==> src/rtl/fetch_unit.sv <==
// Instruction fetch unit: issues sequential instruction-memory reads,
// buffers the returned words with their addresses in a small prefetch FIFO
// and hands them to the consumer under a valid/ready handshake. Supports
// halting, redirection to a new fetch address and asynchronous reset.

package pkg_config;
    parameter int INST_WIDTH = 32;
endpackage

module fetch_unit
    import pkg_config::*;
#(
    parameter logic [31:0] RESET_PC   = 32'h0000_0000,
    parameter int          FIFO_DEPTH = 2
) (
    input  logic                  clk_i,
    input  logic                  rst_ni,
    input  logic                  halt_i,
    input  logic                  redirect_i,
    input  logic [31:0]           redirect_pc_i,
    output logic                  imem_req_o,
    output logic [31:0]           imem_addr_o,
    input  logic [INST_WIDTH-1:0] imem_rdata_i,
    output logic                  instr_valid_o,
    input  logic                  instr_ready_i,
    output logic [INST_WIDTH-1:0] instr_o,
    output logic [31:0]           instr_pc_o
);

    localparam int PTR_W = $clog2(FIFO_DEPTH);
    localparam int CNT_W = $clog2(FIFO_DEPTH + 1);
    localparam int OCC_W = CNT_W + 1;

    typedef enum logic [1:0] {
        ST_BOOT,
        ST_FETCH,
        ST_HALTED
    } state_e;

    state_e state_q;

    logic [31:0]      fetch_pc_q,    fetch_pc_d;
    logic             inflight_q,    inflight_d;
    logic [31:0]      inflight_pc_q, inflight_pc_d;
    logic [CNT_W-1:0] count_q,       count_d;
    logic [PTR_W-1:0] rd_ptr_q,      rd_ptr_d;
    logic [PTR_W-1:0] wr_ptr_q,      wr_ptr_d;

    logic [INST_WIDTH-1:0] buf_data_q [FIFO_DEPTH];
    logic [31:0]           buf_pc_q   [FIFO_DEPTH];

    logic             pop;
    logic             push;
    logic             req;
    logic [OCC_W-1:0] occupancy;
    logic [OCC_W-1:0] occupancy_limit;

    function automatic logic [PTR_W-1:0] ptr_inc(input logic [PTR_W-1:0] p);
        return (p == PTR_W'(FIFO_DEPTH - 1)) ? '0 : p + PTR_W'(1);
    endfunction

    // Handshake, push qualification and request gating.
    always_comb begin
        pop  = (count_q != '0) && instr_ready_i;
        // A response whose request is being squashed by a redirect is dropped.
        push = inflight_q && !redirect_i;
        // Slots already claimed (buffered plus in flight) must stay below the
        // depth once this cycle's pop frees one, so the FIFO cannot overflow.
        occupancy       = OCC_W'(count_q) + OCC_W'(inflight_q);
        occupancy_limit = OCC_W'(FIFO_DEPTH) + OCC_W'(pop);
        req = (state_q == ST_FETCH) && !redirect_i && (occupancy < occupancy_limit);
    end

    // Next-state computation for fetch address, in-flight tracking and FIFO pointers.
    always_comb begin
        // NOTE: every signal gets a default here so no path leaves a value unassigned and infers a latch.
        fetch_pc_d    = fetch_pc_q;
        inflight_d    = req;
        inflight_pc_d = fetch_pc_q;
        count_d       = count_q;
        rd_ptr_d      = rd_ptr_q;
        wr_ptr_d      = wr_ptr_q;
        if (redirect_i) begin
            // Flush everything; a coinciding pop is already owned by the consumer.
            fetch_pc_d = redirect_pc_i & ~32'd3;
            inflight_d = 1'b0;
            count_d    = '0;
            rd_ptr_d   = '0;
            wr_ptr_d   = '0;
        end else begin
            if (req) begin
                fetch_pc_d = fetch_pc_q + 32'd4;
            end
            if (push) begin
                wr_ptr_d = ptr_inc(wr_ptr_q);
            end
            if (pop) begin
                rd_ptr_d = ptr_inc(rd_ptr_q);
            end
            case ({push, pop})
                2'b10:   count_d = count_q + CNT_W'(1);
                2'b01:   count_d = count_q - CNT_W'(1);
                default: count_d = count_q;
            endcase
        end
    end

    // Control state FSM: BOOT for exactly one cycle, then FETCH or HALTED following halt_i.
    always_ff @(posedge clk_i or negedge rst_ni) begin
        if (!rst_ni) begin
            state_q <= ST_BOOT;
        end else begin
            case (state_q)
                ST_BOOT:   state_q <= halt_i ? ST_HALTED : ST_FETCH;
                ST_FETCH:  if (halt_i)  state_q <= ST_HALTED;
                ST_HALTED: if (!halt_i) state_q <= ST_FETCH;
                default:   state_q <= ST_BOOT;
            endcase
        end
    end

    // Datapath control registers.
    always_ff @(posedge clk_i or negedge rst_ni) begin
        // NOTE: sequential state uses non-blocking assignments so every register samples pre-edge values.
        if (!rst_ni) begin
            fetch_pc_q    <= RESET_PC;
            inflight_q    <= 1'b0;
            inflight_pc_q <= '0;
            count_q       <= '0;
            rd_ptr_q      <= '0;
            wr_ptr_q      <= '0;
        end else begin
            fetch_pc_q    <= fetch_pc_d;
            inflight_q    <= inflight_d;
            inflight_pc_q <= inflight_pc_d;
            count_q       <= count_d;
            rd_ptr_q      <= rd_ptr_d;
            wr_ptr_q      <= wr_ptr_d;
        end
    end

    // Prefetch buffer storage: write the returning word and its address at the tail.
    always_ff @(posedge clk_i) begin
        // NOTE: storage has no reset; entries are only visible while count is non-zero and outputs are gated otherwise.
        if (push) begin
            buf_data_q[wr_ptr_q] <= imem_rdata_i;
            buf_pc_q[wr_ptr_q]   <= inflight_pc_q;
        end
    end

    assign imem_req_o    = req;
    assign imem_addr_o   = fetch_pc_q;
    assign instr_valid_o = (count_q != '0);
    assign instr_o       = instr_valid_o ? buf_data_q[rd_ptr_q] : '0;
    assign instr_pc_o    = instr_valid_o ? buf_pc_q[rd_ptr_q]   : '0;

endmodule
==> config.mk <==
export PLATFORM = sky130hd
export DESIGN_NAME = fetch_unit
export DESIGN_NICKNAME = d
export VERILOG_FILES = /design/src/rtl/fetch_unit.sv
export SDC_FILE = /design/constraint.sdc
export NUM_CORES = 1
export LEC_CHECK = 0
export BUFFER_PORTS_ARGS = -buffer_cell sky130_fd_sc_hd__buf_4
export CAP_MARGIN = 20
export CORE_MARGIN = 10
export CORE_UTILIZATION = 49
export CTS_CLUSTER_SIZE = 40
export DETAILED_ROUTE_END_ITERATION = 12
export GPL_ROUTABILITY_DRIVEN = 0
export PLACE_DENSITY_LB_ADDON = 0.15
export SYNTH_ARGS = -nofsm -noshare
export SYNTH_HDL_FRONTEND = slang
export SYNTH_SLANG_ARGS = --single-unit
==> constraint.sdc <==
create_clock -name clk_i -period 5.4 [get_ports clk_i]
set_clock_uncertainty 0.15 [all_clocks]
set_input_delay 1.35 -clock clk_i [delete_from_list [all_inputs] [get_ports clk_i]]
set_output_delay 1.35 -clock clk_i [all_outputs]
set_load 0.01 [all_outputs]
# After elaboration in Yosys (flattened, before gate mapping)

Memories as Yosys holds them, arrays and structs flattened.
Cells that the tools add are included.

Flip-flop bits (word level): 71
Bits in writable memories: 128
Input bits: 69
Output and inout port bits: 98
Logic and storage cells: 54
Memories: 2

Memories:

| name       | depth | width | read ports | clocked after Yosys merged registers in | wr ports | line | RTL |
|---|---|---|---|---|---|---|---|
| buf_data_q | 2     | 32    | 1          | 0                                       | 1        | 49   | `logic [INST_WIDTH-1:0] buf_data_q [FIFO_DEPTH];` |
| buf_pc_q   | 2     | 32    | 1          | 0                                       | 1        | 50   | `logic [31:0] buf_pc_q [FIFO_DEPTH];` |

Add/subtract/negate cells: 7
Magnitude comparators: 1
Equal/unequal tests: 6
Multiplexer cells: 19
Reduce and logical (&&, ||, !) cells: 12

Operator list:

| kind                                              | number |
|---|---|
| 2-to-1 mux 32 bit                                 | 4 |
| adder 32 x 3 -> 32 bit (second input constant)    | 1 |
| 2-to-1 mux 1 bit                                  | 9 |
| 2-to-1 mux 2 bit                                  | 4 |
| nonzero test 2 bit                                | 4 |
| one-hot mux 2 bit (3 select lines)                | 1 |
| == test 2 x 1 -> 1 bit (second input constant)    | 2 |
| == test 2 bit (second input constant)             | 2 |
| logical AND 1 bit                                 | 4 |
| != test 2 bit (second input constant)             | 2 |
| one-hot mux 2 bit (2 select lines)                | 1 |
| adder 2 x 1 -> 3 bit                              | 1 |
| adder 2 x 1 -> 3 bit (first input constant)       | 1 |
| less-than comparator 3 bit                        | 1 |
| nonzero test 3 bit                                | 1 |
| adder 1 bit (second input constant)               | 2 |
| adder 2 x 1 -> 2 bit (second input constant)      | 1 |
| logical NOT 2 bit                                 | 1 |
| AND reduction 2 bit                               | 1 |
| subtractor 2 x 1 -> 2 bit (second input constant) | 1 |
| logical NOT 1 bit                                 | 1 |

# Depth between registers and ports, before layout

Depth in word-level cells: 7
Mapped depth: 9
Gate-level depth less buffers: 8

# Worst setup path before layout

Ideal clock, no wire load.

Kind: input-to-reg
Start: input redirect_i
End: memory buf_data_q[0][0], enable pin
Library setup time: 0.571 ns
Arrival time: 6.350 ns
Data required time: 4.679 ns
Setup slack: -1.672 ns
Stages on the path: 3
Path buffers: 2
Cells stage by stage: clkbuf_1 > clkbuf_1 > nor3b_1

Cells in the longest elaborated chain, start to end: 4

RTL lines:

| what                                   | line | RTL |
|---|---|---|
| start: declaration                     | 19   | `input logic redirect_i,` |
| logical NOT 1 bit                      | 66   | `push = inflight_q && !redirect_i;` |
| logical AND 1 bit                      | 66   |  |
| 2-to-1 mux 1 bit                       | 145  | `if (push) begin` |
| 2-to-1 mux 1 bit (implied by the code) | 146  | `buf_data_q[wr_ptr_q] <= imem_rdata_i;` |
| end: declaration                       | 49   |  |

Every way passes these cells.

# Worst setup path after layout

Start: input redirect_i
End: output imem_req_o

Cells in the longest elaborated chain, start to end: 3

RTL lines:

| what                           | line | RTL |
|---|---|---|
| logical NOT 1 bit              | 71   | `req = (state_q == ST_FETCH) && !redirect_i && (occupancy < occupancy_limit);` |
| logical AND 1 bit (2 in a row) | 71   |  |
| end: declaration               | 21   | `output logic imem_req_o,` |

Every way passes these cells.

==> run_results.csv <==
group,metric,value,unit
critical_path,regToRegStartpoint,"count_q[0]$_DFFE_PN0P_",
global_route,grt_overflow,0,
power,p_leak,3.74,nW
logic_synthesis,synth_compound_area_share,6.08,%
cts,clk_path_buf_depth,2,
timing,clock.fmax,220,MHz
global_route,grt_usage,16.3,%
logic_synthesis,ys_warn_count,0,
cells_and_area,final_layout_size_suffix_gt1_share,30.1,%
logic_synthesis,synthXorXnorAreaFrac,0.582,%
power,peakVddDrop,219,uV
cts,cts-resized-gates,0,
global_route,grt_pass1_wl,26100,um
logic_synthesis,seq_area_frac_synth,71.7,%
die,ios,167,
timing,min_period,4.55,ns
die,num_rows,45,
global_route,grt_pass1_vias,4895,
cts,clockRootBuffer,"clkbuf_16",
power,power.density,333,mW/mm2
global_route,grt_max_degree,68,
logic_synthesis,synth_mux_area_share,8.91,%
logic_synthesis,synth_top_family_by_area,"simple AND/OR/NAND/NOR gates",
cells_and_area,syn2layout_area_growth,26.7,%
placement,hpwl,11600,um
route,drt_iter0_drc,393,
timing,finalHoldViolations,0,
critical_path,r2r_end,"imem_addr_o[11]$_DFFE_PN0P_",
timing,tns,0,ns
timing,relSlewSlack,40.9,%
cts,cts-htree-levels,4,
cells_and_area,num_antenna_cells,0,
logic_synthesis,synth_edf_count,124,
cells_and_area,layout_common_cells,"buf_4, edfxtp_1, nor2_1",
route,wl_per_cell,19.2,um
critical_path,end_kind,"output pin",
cells_and_area,instances_no_fill,892,
cts,cts_inserted_buffers,17,
cts,hold_buffers,0,
route,drt_wl_total,17100,um
logic_synthesis,synthCells,529,
route,vias,4880,
cells_and_area,fill_cells,1168,
critical_path,arrival,3.05,ns
critical_path,crit_start,"redirect_i",
flow_run,drv_cap,0,
logic_synthesis,synth_top_area_share,49.5,%
logic_synthesis,synthArstFlopShare,35.1,%
logic_synthesis,synthAdderAreaFrac,0.499,%
cts,cts_tree,"yes",
cts,cts.clk_slew.worst_paths,0.07,ns
critical_path,crit_type,"input pin to output pin",
critical_path,crit_end,"imem_req_o",
die,dieArea,0.0207,mm2
placement,dpl.cell_count,859,
logic_synthesis,synth_top_area_cell,"edfxtp_1",
critical_path,ff2ff_setup_slack,2.76,ns
worst_hold_path,min_path_type,"flip-flop to flip-flop",
status,status,"finished clean",
logic_synthesis,synth.cell_area,0.00753,mm2
timing,rsz0062_at_grt,"false",
timing,finalSetupViolations,0,
timing,tightest_slew,0.886,ns
logic_synthesis,ys.flop_type,"edfxtp_1",
cells_and_area,fin_nets,763,
cts,clock_latency,0.42,ns
logic_synthesis,synth_cell_type_count,45,
critical_path,critPathMaxFanout,41,
die,die_x,144,um
cells_and_area,final_common_cell,"buf_4",
logic_synthesis,yosys-top-cells-area,"edfxtp_1, dfrtp_1, mux2i_1",
timing,slew_violations,0,
placement,io_buffers,160,
route,drcViolationCount,0,
die,initial_core_util,49.7,%
route,final_antenna_net_count,0,
route,first_pass_iters,5,
die,core,0.0151,mm2
logic_synthesis,synth_seq_cells,191,
critical_path,reg2regPathDepth,7,
critical_path,critPathLaunchType,"input pin",
timing,finalCritPeriodShare,84.2,%
cts,cts_num_sinks,191,
cts,cts_setup_buffers,0,
critical_path,critPathRequiredTime,3.90,ns
die,die_y,144,um
logic_synthesis,synthSimpleGateAreaFrac,10.0,%
timing,hold_slack,0.292,ns
route,via_per_inst,5.47,
logic_synthesis,syn_area_per_cell,14.2,um2
global_route,antenna_found_initial,0,
-- worst max-delay path: stages --
cell	delay, ns
buf_4	0.25
inv_2	0.33
and3_1	0.45
nand2_2	0.24
inv_2	0.25
buf_4	0.16
-- layout make-up --
cell class	instances	area, um2	share of cell area, %
flip-flops and latches	191	5400	56.7
inverters	11	41.3	0.433
repair buffers	165	1260	13.2
well taps	188	235	2.47
multi-input cells	305	2000	21.0
clock buffers	21	493	5.17
clock inverters	11	103	1.08
-- flip-flops by register name (all words and copies together), names as in the netlist --
name,count
rd_ptr_q,1
state_q,2
wr_ptr_q,1
inflight_q,1
count_q,2
buf_data_q,64
buf_pc_q,60
inflight_pc_q,30
imem_addr_o,30
-- report_power, final --
part / internal [mW] / switching, mW / total (mW) / leakage (nW)
logic: 0.119 / 0.130 / 0.250 / 1.50
registers: 1.63 / 0.0613 / 1.69 / 1.94
clock network: 0.705 / 0.529 / 1.23 / 0.294
total: 2.45 / 0.720 / 3.17 / 3.74
-- per-stage QoR --
| stage | setup WS (ns) | cell area (um2) | power [mW] | util [%] |
|---|---|---|---|---|
| final | 0.852 | 9540 | 3.17 | 63.0 |
| after global routing | 0.759 | 9540 | 3.29 | 63.0 |
| after CTS | 0.890 | 9510 | 3.20 | 62.8 |
| after detailed placement | 0.896 | 8910 | 1.97 | 58.8 |
| after global placement | 0.918 | 8910 | 1.96 | 58.8 |
| after floorplan | 0.533 | 7540 | 1.82 | - |
-- logic make-up after synthesis --
group	after synthesis
adder cells (fa/ha/maj)	3
multiplexers	67
AO/OA/AOI/OAI	62
other	1
XOR/XNOR	5
flip-flops	191
AND/OR/NAND/NOR	164
buffers and inverters	36
-- worst min-delay path by stage --
stage | startpoint | to | slack (ns) | cells after the start
global placement | inflight_pc_q[15]$_DFF_PN0_ | buf_pc_q[0][15]$_DFFE_PP_ | 0.27 | 0
detailed placement | inflight_pc_q[21]$_DFF_PN0_ | buf_pc_q[1][21]$_DFFE_PP_ | 0.28 | 0
CTS | inflight_pc_q[27]$_DFF_PN0_ | buf_pc_q[1][27]$_DFFE_PP_ | 0.29 | 0
floorplan | inflight_pc_q[10]$_DFF_PN0_ | buf_pc_q[0][10]$_DFFE_PP_ | 0.27 | 0
finish | inflight_pc_q[21]$_DFF_PN0_ | buf_pc_q[1][21]$_DFFE_PP_ | 0.29 | 0
global route | inflight_pc_q[10]$_DFF_PN0_ | buf_pc_q[1][10]$_DFFE_PP_ | 0.31 | 0
-- cell usage after synthesis, types with 3 or more instances --
| master | number |
|---|---|
| a21oi_1 | 3 |
| a221o_1 | 4 |
| a31o_2 | 3 |
| and3_1 | 4 |
| buf_2 | 7 |
| buf_4 | 4 |
| clkbuf_1 | 13 |
| dfrtp_1 | 67 |
| edfxtp_1 | 124 |
| ha_1 | 3 |
| inv_1 | 9 |
| mux2i_1 | 67 |
| nand2_1 | 40 |
| nand3_1 | 12 |
| nand4_1 | 10 |
| nand4_2 | 3 |
| nor2_1 | 73 |
| nor3_1 | 11 |
| o211ai_1 | 14 |
| o21ai_0 | 13 |
| o311ai_0 | 7 |
| o311ai_1 | 6 |
| xor2_1 | 3 |
-- routing by layer --
metal  routed length [um]  global-route usage [%]  vias to the layer above
met5                    0                       0                        -
met4                  375                    6.66                        0
met3                 1390                    4.92                       27
met2                 8130                    25.7                      204
li1                     -                       -                     2291
met1                 7230                    20.6                     2358
(Power assumes the default switching activity.)
